$ cat src/rtl/wb_arbiter_if.sv
// Write-back arbiter bus: ALU result port, LSU result handshake and register-file write port.
interface wb_arbiter_if;
  localparam int unsigned REG_W  = 5;
  localparam int unsigned DATA_W = 32;

  logic              alu_valid;
  logic [REG_W-1:0]  alu_rd;
  logic [DATA_W-1:0] alu_data;
  logic              alu_stall;

  logic              lsu_valid;
  logic              lsu_ready;
  logic [REG_W-1:0]  lsu_rd;
  logic [DATA_W-1:0] lsu_data;

  logic              Wen;
  logic [REG_W-1:0]  addr_D;
  logic [DATA_W-1:0] data_D;
  logic              busy;

  // Arbiter side
  modport slave (
    input  alu_valid, alu_rd, alu_data, lsu_valid, lsu_rd, lsu_data,
    output alu_stall, lsu_ready, Wen, addr_D, data_D, busy
  );

  // Producer / register-file side
  modport master (
    output alu_valid, alu_rd, alu_data, lsu_valid, lsu_rd, lsu_data,
    input  alu_stall, lsu_ready, Wen, addr_D, data_D, busy
  );
endinterface

$ cat src/rtl/wb_arbiter.sv
// Write-back arbiter: merges ALU results and FIFO-buffered LSU results onto the
// single register-file write port. ALU wins unless the starvation guard stalls it.
// Optional feature macro: WB_FWD_EN (adds combinational forwarding from the write port).
module wb_arbiter #(
  parameter int unsigned DEPTH        = 4,
  parameter int unsigned STARVE_LIMIT = 8
) (
  input  logic        clk,
  input  logic        rst_n,
  wb_arbiter_if.slave bus
`ifdef WB_FWD_EN
  ,
  input  logic [4:0]  rs1_addr,
  input  logic [4:0]  rs2_addr,
  output logic [31:0] fwd_A,
  output logic [31:0] fwd_B,
  output logic        fwd_A_hit,
  output logic        fwd_B_hit
`endif
);

  localparam int unsigned REG_W  = 5;
  localparam int unsigned DATA_W = 32;
  localparam int unsigned PTR_W  = $clog2(DEPTH);
  localparam int unsigned CNT_W  = $clog2(DEPTH + 1);
  localparam int unsigned STV_W  = 8;

  localparam logic [CNT_W-1:0] CNT_FULL  = CNT_W'(DEPTH);
  localparam logic [STV_W-1:0] STV_LIMIT = STV_W'(STARVE_LIMIT);

  logic [REG_W-1:0]  rd_mem   [DEPTH];
  logic [DATA_W-1:0] data_mem [DEPTH];

  logic [PTR_W-1:0]  wr_ptr;
  logic [PTR_W-1:0]  rd_ptr;
  logic [CNT_W-1:0]  count;
  logic [STV_W-1:0]  starve_cnt;
  logic              alu_stall_q;
  logic              wen_q;
  logic [REG_W-1:0]  addr_q;
  logic [DATA_W-1:0] data_q;

  logic fifo_empty;
  logic lsu_ready_c;
  logic push;
  logic alu_sel;
  logic pop;

  // Handshake and arbitration decisions from registered state
  always_comb begin
    fifo_empty  = (count == '0);
    lsu_ready_c = rst_n & (count != CNT_FULL);
    push        = bus.lsu_valid & lsu_ready_c & (bus.lsu_rd != '0);
    alu_sel     = bus.alu_valid & (bus.alu_rd != '0) & ~alu_stall_q;
    pop         = ~fifo_empty & ~alu_sel;
  end

  // FIFO storage; only written on an accepted, non-x0 LSU transfer
  always_ff @(posedge clk) begin
    if (push) begin
      rd_mem[wr_ptr]   <= bus.lsu_rd;
      data_mem[wr_ptr] <= bus.lsu_data;
    end
  end

  // FIFO pointers and occupancy
  always_ff @(posedge clk) begin
    if (!rst_n) begin
      wr_ptr <= '0;
      rd_ptr <= '0;
      count  <= '0;
    end else begin
      if (push) wr_ptr <= wr_ptr + PTR_W'(1);
      if (pop)  rd_ptr <= rd_ptr + PTR_W'(1);
      case ({push, pop})
        2'b10:   count <= count + CNT_W'(1);
        2'b01:   count <= count - CNT_W'(1);
        default: count <= count;
      endcase
    end
  end

  // Starvation guard: count waiting cycles of the head, pulse alu_stall once at the limit
  always_ff @(posedge clk) begin
    if (!rst_n) begin
      starve_cnt  <= '0;
      alu_stall_q <= 1'b0;
    end else begin
      if (fifo_empty || pop) begin
        starve_cnt <= '0;
      end else if (starve_cnt != STV_LIMIT) begin
        starve_cnt <= starve_cnt + STV_W'(1);
      end
      alu_stall_q <= (starve_cnt == STV_LIMIT) & ~pop;
    end
  end

  // Registered register-file write port; address/data hold when idle
  always_ff @(posedge clk) begin
    if (!rst_n) begin
      wen_q  <= 1'b0;
      addr_q <= '0;
      data_q <= '0;
    end else if (alu_sel) begin
      wen_q  <= 1'b1;
      addr_q <= bus.alu_rd;
      data_q <= bus.alu_data;
    end else if (pop) begin
      wen_q  <= 1'b1;
      addr_q <= rd_mem[rd_ptr];
      data_q <= data_mem[rd_ptr];
    end else begin
      wen_q  <= 1'b0;
    end
  end

  assign bus.alu_stall = alu_stall_q;
  assign bus.lsu_ready = lsu_ready_c;
  assign bus.Wen       = wen_q;
  assign bus.addr_D    = addr_q;
  assign bus.data_D    = data_q;
  assign bus.busy      = ~fifo_empty;

`ifdef WB_FWD_EN
  // Forward the write in flight before the register file captures it
  assign fwd_A_hit = wen_q & (addr_q != '0) & (addr_q == rs1_addr);
  assign fwd_B_hit = wen_q & (addr_q != '0) & (addr_q == rs2_addr);
  assign fwd_A     = data_q;
  assign fwd_B     = data_q;
`endif

endmodule

$ cat src/flat_wrapper.sv
// flat-port wrapper written by rule: the top's interface ports become plain ports
module wb_arbiter_flat 
#(
  parameter int unsigned DEPTH        = 4,
  parameter int unsigned STARVE_LIMIT = 8
)
  (clk, rst_n, bus_alu_valid, bus_alu_rd, bus_alu_data, bus_lsu_valid, bus_lsu_rd, bus_lsu_data, bus_alu_stall, bus_lsu_ready, bus_Wen, bus_addr_D, bus_data_D, bus_busy);
  wb_arbiter_if bus_i ();
  input  logic clk;
  input  logic rst_n;
  input wire logic [$bits(bus_i.alu_valid)-1:0] bus_alu_valid;
  input wire logic [$bits(bus_i.alu_rd)-1:0] bus_alu_rd;
  input wire logic [$bits(bus_i.alu_data)-1:0] bus_alu_data;
  input wire logic [$bits(bus_i.lsu_valid)-1:0] bus_lsu_valid;
  input wire logic [$bits(bus_i.lsu_rd)-1:0] bus_lsu_rd;
  input wire logic [$bits(bus_i.lsu_data)-1:0] bus_lsu_data;
  output wire logic [$bits(bus_i.alu_stall)-1:0] bus_alu_stall;
  output wire logic [$bits(bus_i.lsu_ready)-1:0] bus_lsu_ready;
  output wire logic [$bits(bus_i.Wen)-1:0] bus_Wen;
  output wire logic [$bits(bus_i.addr_D)-1:0] bus_addr_D;
  output wire logic [$bits(bus_i.data_D)-1:0] bus_data_D;
  output wire logic [$bits(bus_i.busy)-1:0] bus_busy;
  assign bus_i.alu_valid = bus_alu_valid;
  assign bus_i.alu_rd = bus_alu_rd;
  assign bus_i.alu_data = bus_alu_data;
  assign bus_i.lsu_valid = bus_lsu_valid;
  assign bus_i.lsu_rd = bus_lsu_rd;
  assign bus_i.lsu_data = bus_lsu_data;
  assign bus_alu_stall = bus_i.alu_stall;
  assign bus_lsu_ready = bus_i.lsu_ready;
  assign bus_Wen = bus_i.Wen;
  assign bus_addr_D = bus_i.addr_D;
  assign bus_data_D = bus_i.data_D;
  assign bus_busy = bus_i.busy;
  wb_arbiter #(.DEPTH(DEPTH), .STARVE_LIMIT(STARVE_LIMIT)) u_core (.clk(clk), .rst_n(rst_n), .bus(bus_i));
endmodule
$ cat config.mk
export PLATFORM = sky130hd
export DESIGN_NAME = wb_arbiter_flat
export DESIGN_NICKNAME = d
export VERILOG_FILES = /design/src/rtl/wb_arbiter_if.sv /design/src/rtl/wb_arbiter.sv /design/src/flat_wrapper.sv
export SDC_FILE = /design/constraint.sdc
export NUM_CORES = 1
export LEC_CHECK = 0
export ABC_AREA = 1
export CORE_ASPECT_RATIO = 1.25
export CORE_MARGIN = 4
export CORE_UTILIZATION = 26
export CTS_CLUSTER_DIAMETER = 150
export DETAILED_ROUTE_END_ITERATION = 10
export REMOVE_ABC_BUFFERS = 1
export SYNTH_ARGS = -nofsm -noshare
export SYNTH_HDL_FRONTEND = slang
export SYNTH_SLANG_ARGS = --single-unit
$ cat constraint.sdc
create_clock -name clk -period 10.58 [get_ports clk]
set_clock_uncertainty 0.15 [all_clocks]
set_input_delay 3.174 -clock clk [delete_from_list [all_inputs] [get_ports clk]]
set_output_delay 3.174 -clock clk [all_outputs]
set_load 0.02 [all_outputs]
==> flow_metrics.env, run 1 <==
export IMPL_finalInstanceArea_um2=11100
export IMPL_final_setup_tns_ns=0
export IMPL_hold_depth=2
export IMPL_grt_max_degree=79
export IMPL_p_clk_frac=0.310
export IMPL_max_cap_viol_count=0
export IMPL_combPwrFrac=0.262
export IMPL_setup_slack_ns=2.41
export IMPL_die_x_um=172
export IMPL_netlist_cell_type_count=32
export IMPL_dpl_hpwl_um=13200
export IMPL_io_buffers=118
export IMPL_start_util=0.262
export IMPL_synth_top_area_frac=0.506
export IMPL_diodes=0
export IMPL_wirelength_um=21600
export IMPL_r2r_cells=12
export IMPL_r2r_setup_slack_ns=7.74
export IMPL_timing_hold_ws_ns=0.324
export IMPL_routedWlPerCell_um=14.6
export IMPL_p_per_area_nw_per_um2=211
export IMPL_p_sw_frac=0.322
export IMPL_cts_setup_buffers=0
export IMPL_startpoint="rst_n"
export IMPL_vias=6337
export IMPL_ir_drop_v=0.000103
export IMPL_status="completed"
export IMPL_std_cell_rows=75
export IMPL_cts_buffers=23
export IMPL_yosysSeqAreaShare=0.634
export IMPL_pre_cts_slack_ns=2.35
export IMPL_worst_path_buf_inv=4
export IMPL_pwr_share_seq=0.428
export IMPL_fin_nets=1125
export IMPL_p_sw_uw=752
export IMPL_core_area_um2=33500
export IMPL_die_h_um=213
export IMPL_cts_tree="yes"
export IMPL_cts_root_buf="clkbuf_16"
export IMPL_power_internal_mw=1.58
export IMPL_clock_path_buffers=3
export IMPL_holdBufCountCts=0
export IMPL_viasPerCell=4.29
export IMPL_path_cells="buf_2 > buf_4 > inv_1 > a31oi_1 > clkdlybuf4s50_1"
export IMPL_yosysTopAreaCell="edfxtp_1"
export IMPL_setup_viol=0
export IMPL_r2r_end="u_core.count[2]"
export IMPL_place_congestion=0.696
export IMPL_fillCellCount=3359
export IMPL_clk_latency_ns=0.49
export IMPL_critPathRequiredTime_ns=7.26
export IMPL_place_area_um2=10400
export IMPL_io_pins=119
export IMPL_antenna_found_initial=0
export IMPL_min_period_over_period=0.772
export IMPL_hold_class="reg -> reg"
export IMPL_clk_pin_slew_ns=0.06
export IMPL_grt_ovfl_total=0
export IMPL_cp_endpoint="bus_lsu_ready"
export IMPL_hp_start="u_core.bus.data_D[14]"
export IMPL_grt_usage=0.116
export IMPL_post_cts_resized=0
export IMPL_synth_avg_cell_area_um2=9.45
export IMPL_cts_sinks=204
export IMPL_timing_rr_start="u_core.count[0]"
export IMPL_cp_arrival_ns=4.84
export IMPL_ys_top_cells_by_area="edfxtp_1 (51%), dfxtp_1 (13%), nand2_1 (10%), nand3_1 (7.9%), inv_1 (5.5%)"
export IMPL_hold_violations=0
export IMPL_slew_viol_final=0
export IMPL_synth_area_um2=8780
export IMPL_synth_ff_latch_count=204
export IMPL_cellLeakagePower_nw=4.64
export IMPL_synth_warnings=0
export IMPL_drt_pass1_iterations=7
export IMPL_final_layout_size_suffix_gt1_frac=0.0626
export IMPL_synth_cells=929
export IMPL_die_area_um2=36800
export IMPL_drc=0
export IMPL_syn_to_final_growth_pct=26.0
export IMPL_htree_levels=1
export IMPL_fin_crit_ns=8.17
export IMPL_cp_start_kind="input pin"
export IMPL_initialDrtViolationCount=296
export IMPL_path_delay_family="buffers and inverters"
export IMPL_max_stage_delay_ns=0.63
export IMPL_end_kind="primary output"
export IMPL_critPathKind="in -> out"
export IMPL_maxSlewHeadroom=0.430
export IMPL_crit_fanout=46
export IMPL_grt_pass1_vias=6208
export IMPL_grt_first_pass_wirelength_um=33500
export IMPL_maxClockFrequency_mhz=122
export IMPL_rsz0062_at_grt="false"
export IMPL_cp_depth=5
export IMPL_worstMarginPinSlew_ns=0.855
export IMPL_critPathSlowestCell="clkdlybuf4s50_1"
export IMPL_drtAntennaViolNets=0
worst min-delay path, delay by kind of cell, from the launching register on:
kind             cells  cell delay [ns]
DFF                  1             0.31
and+or+nand+nor      2             0.13
cell type report:
class	instances	area, um2	area share
sequential	204	5570	0.503
timing repair buffer	129	1260	0.114
clock buffer	32	639	0.0578
clock inverter	9	53.8	0.00486
inverter	132	498	0.0450
multi-input combinational	549	2520	0.227
tap	423	529	0.0478
stage by stage:
stage / total power [mW] / std cells / utilization
floorplan: 1.36 / 885 / -
global placement: 1.63 / 1437 / 0.310
detailed placement: 1.64 / 1437 / 0.310
CTS: 2.38 / 1478 / 0.330
global route: 2.49 / 1478 / 0.330
finish: 2.33 / 1478 / 0.330
routing by layer:
metal | global-route usage | part of all wire
met1 | 0.138 | 0.41
met2 | 0.207 | 0.50
met3 | 0.0229 | 0.055
met4 | 0.0399 | 0.030
met5 | 0 | 0
worst min path at each step:
stage / to
finish: u_core.bus.data_D[14]
global route: u_core.bus.data_D[7]
CTS: u_core.bus.data_D[18]
detailed placement: u_core.bus.data_D[18]
global placement: u_core.bus.data_D[31]
floorplan: u_core.starve_cnt[3]
power by group through the flow:
stage	sequential, mW	combinational (mW)	clock, mW
detailed placement	1.02	0.623	0
global placement	1.02	0.614	0
finish	0.999	0.611	0.723
floorplan	1.05	0.314	0
global route	1.01	0.689	0.788
CTS	1.00	0.626	0.751
layout by cell type, fill, tap and decap left out, types with 2 or more instances in the layout:
master             n
clkdlybuf4s50_1  117
xnor2_1            4
ha_1               7
nand2_1          242
nand2_4            2
dfxtp_1           54
buf_4             11
xor2_1             4
nor2_1            89
clkinv_4           2
o21ai_1           10
clkinv_1           3
nor2_4             5
nand3_1          139
clkbuf_16         23
clkbuf_1           6
clkinvlp_4         2
o21ai_0           28
edfxtp_1         148
clkbuf_8           3
clkinv_2           2
nor2_2             3
a21oi_1            5
inv_1            128
or2_2              3
inv_2              3
state kept, by name, summed over array words and instances (netlist names), named ones only:
name and flops:
u_core.wr_ptr 2, u_core.bus.addr_D 5, u_core.rd_ptr 2, u_core.bus.alu_stall 1, u_core.bus.data_D 32, u_core.data_mem 128
u_core.count 3, u_core.bus.Wen 1, u_core.rd_mem 20, u_core.starve_cnt 8
kinds of logic (layout without fill, tap and decap cells):
kind of cell	Yosys count	after routing	share of synthesized area
compound gates	44	44	0.0252
xor+xnor	8	8	0.00798
fa+ha+maj	8	8	0.0123
buf+inv	176	302	0.0831
flops	204	204	0.634
simple gates	489	489	0.238
cells in the mapped netlist (all sizes together):
cell and number:
fa 1, ha 7, a21oi 5, edfxtp 148, nor2 97, dfxtp 56
clkbuf 7, nand4 1, or2 3, nand3 141, nand2 244, a31oi 1
inv 132, and3b 1, o21ai 38, nor3 2, buf 37, xnor2 4
xor2 4
(Power assumes the default switching activity.)
==> run 2: changes to the inputs <==
==> constraint.sdc (replaced) <==
create_clock -name clk -period 7.13 [get_ports clk]
set_clock_uncertainty 0.15 [all_clocks]
set_input_delay 2.139 -clock clk [delete_from_list [all_inputs] [get_ports clk]]
set_output_delay 2.139 -clock clk [all_outputs]
set_load 0.02 [all_outputs]
==> run 2 against run 1 <==
Against the previous run:
- final area grew 0.32%
- largest power group unchanged
- combinational power grew 51%
- largest cell class unchanged
- power grew 52%
- final cell count is the same
- sequential share of layout area shrank 0.16 points
- worst hold slack lost 0.0027 ns
- first-iteration DRC count grew 35%
- critical path depth shrank 1
- worst setup slack lost 0.69 ns
==> flow_metrics.env, run 2 (same netlist as run 1, synthesis figures left out) <==
export IMPL_status="completed"
export IMPL_dpl_hpwl_um=13900
export IMPL_critPathSlowestCell="clkdlybuf4s50_1"
export IMPL_io_pins=119
export IMPL_core_area_um2=33500
export IMPL_grt_first_pass_wirelength_um=34200
export IMPL_drtAntennaViolNets=0
export IMPL_p_per_area_nw_per_um2=318
export IMPL_grt_pass1_vias=6158
export IMPL_end_kind="primary output"
export IMPL_std_cell_rows=75
export IMPL_maxClockFrequency_mhz=185
export IMPL_clk_pin_slew_ns=0.06
export IMPL_fillCellCount=3357
export IMPL_cts_sinks=204
export IMPL_critPathKind="in -> out"
export IMPL_min_period_over_period=0.758
export IMPL_hold_class="reg -> reg"
export IMPL_ir_drop_v=0.000158
export IMPL_critPathRequiredTime_ns=4.84
export IMPL_place_area_um2=10400
export IMPL_syn_to_final_growth_pct=26.4
export IMPL_die_x_um=172
export IMPL_drc=0
export IMPL_final_layout_size_suffix_gt1_frac=0.0654
export IMPL_setup_viol=0
export IMPL_io_buffers=118
export IMPL_finalInstanceArea_um2=11100
export IMPL_maxSlewHeadroom=0.407
export IMPL_clk_latency_ns=0.49
export IMPL_place_congestion=0.734
export IMPL_path_cells="buf_2 > inv_1 > a31oi_1 > clkdlybuf4s50_1"
export IMPL_wirelength_um=22500
export IMPL_initialDrtViolationCount=401
export IMPL_antenna_found_initial=4
export IMPL_viasPerCell=4.31
export IMPL_crit_fanout=4
export IMPL_cellLeakagePower_nw=4.66
export IMPL_holdBufCountCts=0
export IMPL_max_stage_delay_ns=0.62
export IMPL_timing_hold_ws_ns=0.321
export IMPL_cts_root_buf="clkbuf_16"
export IMPL_cts_tree="yes"
export IMPL_max_flop_register="u_core.data_mem"
export IMPL_final_setup_tns_ns=0
export IMPL_cts_setup_buffers=0
export IMPL_grt_usage=0.120
export IMPL_max_cap_viol_count=0
export IMPL_layout_common_cells="nand2_1 (242), edfxtp_1 (148), nand3_1 (139), inv_1 (128), clkdlybuf4s50_1 (117)"
export IMPL_final_common_cell="nand2_1"
export IMPL_clock_path_buffers=3
export IMPL_finalPower_mw=3.54
export IMPL_largest_reg_flops=128
export IMPL_start_util=0.262
export IMPL_slew_viol_final=0
export IMPL_rsz0062_at_grt="false"
export IMPL_fin_cells=1478
export IMPL_die_area_um2=36800
export IMPL_cp_start_kind="input pin"
export IMPL_dp_cells=1437
export IMPL_routedWlPerCell_um=15.2
export IMPL_post_cts_resized=0
export IMPL_drt_pass1_iterations=5
export IMPL_hold_violations=0
export IMPL_cts_buffers=23
export IMPL_cp_arrival_ns=3.11
export IMPL_die_h_um=213
export IMPL_diodes=0
export IMPL_vias=6364
export IMPL_fin_crit_ns=5.40
export IMPL_grt_ovfl_total=0
export IMPL_htree_levels=1
export IMPL_fin_nets=1125
export IMPL_worstMarginPinSlew_ns=0.889
export IMPL_grt_max_degree=79
==> run 2: power by group <==
| part | switching (mW) | internal [mW] |
|---|---|---|
| sequential | 0.102 | 1.38 |
| combinational | 0.582 | 0.340 |
| clock | 0.457 | 0.674 |
| total | 1.14 | 2.39 |
==> run 2: final cells by class <==
cell class	instances	area [um2]	share of cell area
Clock buffer	33	653	0.0588
Clock inverter	8	75.1	0.00676
Inverter	132	498	0.0449
Multi-Input combinational cell	549	2520	0.227
Sequential cell	204	5570	0.502
Tap cell	423	529	0.0477
Timing Repair Buffer	129	1260	0.113
==> run 2: per-layer routing <==
metal	share of wire	track usage	vias up
li1	-	-	3214
met1	0.42	0.143	2960
met2	0.50	0.213	138
met3	0.059	0.0288	44
met4	0.025	0.0363	8
met5	0.0018	0	-
==> run 2: metrics by stage <==
step / worst slack, ns / util
floorplan: 2.25 / -
global placement: 1.71 / 0.310
detailed placement: 1.72 / 0.310
CTS: 1.71 / 0.331
global route: 1.63 / 0.331
finish: 1.73 / 0.331
==> run 2: worst paths after layout <==
check                             from              endpoint  slack [ns]  cells after the start
setup / recovery                 rst_n         bus_lsu_ready        1.73                      4
hold reg to reg   u_core.bus.data_D[4]  u_core.bus.data_D[4]        0.32                      2
hold / removal    u_core.bus.data_D[4]  u_core.bus.data_D[4]        0.32                      2
setup reg to reg       u_core.count[0]       u_core.count[2]        4.28                     12
==> run 2: critical path: cells and delay by family <==
family / cells / cell delay (ns)
buf+inv: 3 / 0.82
compound gates: 1 / 0.16
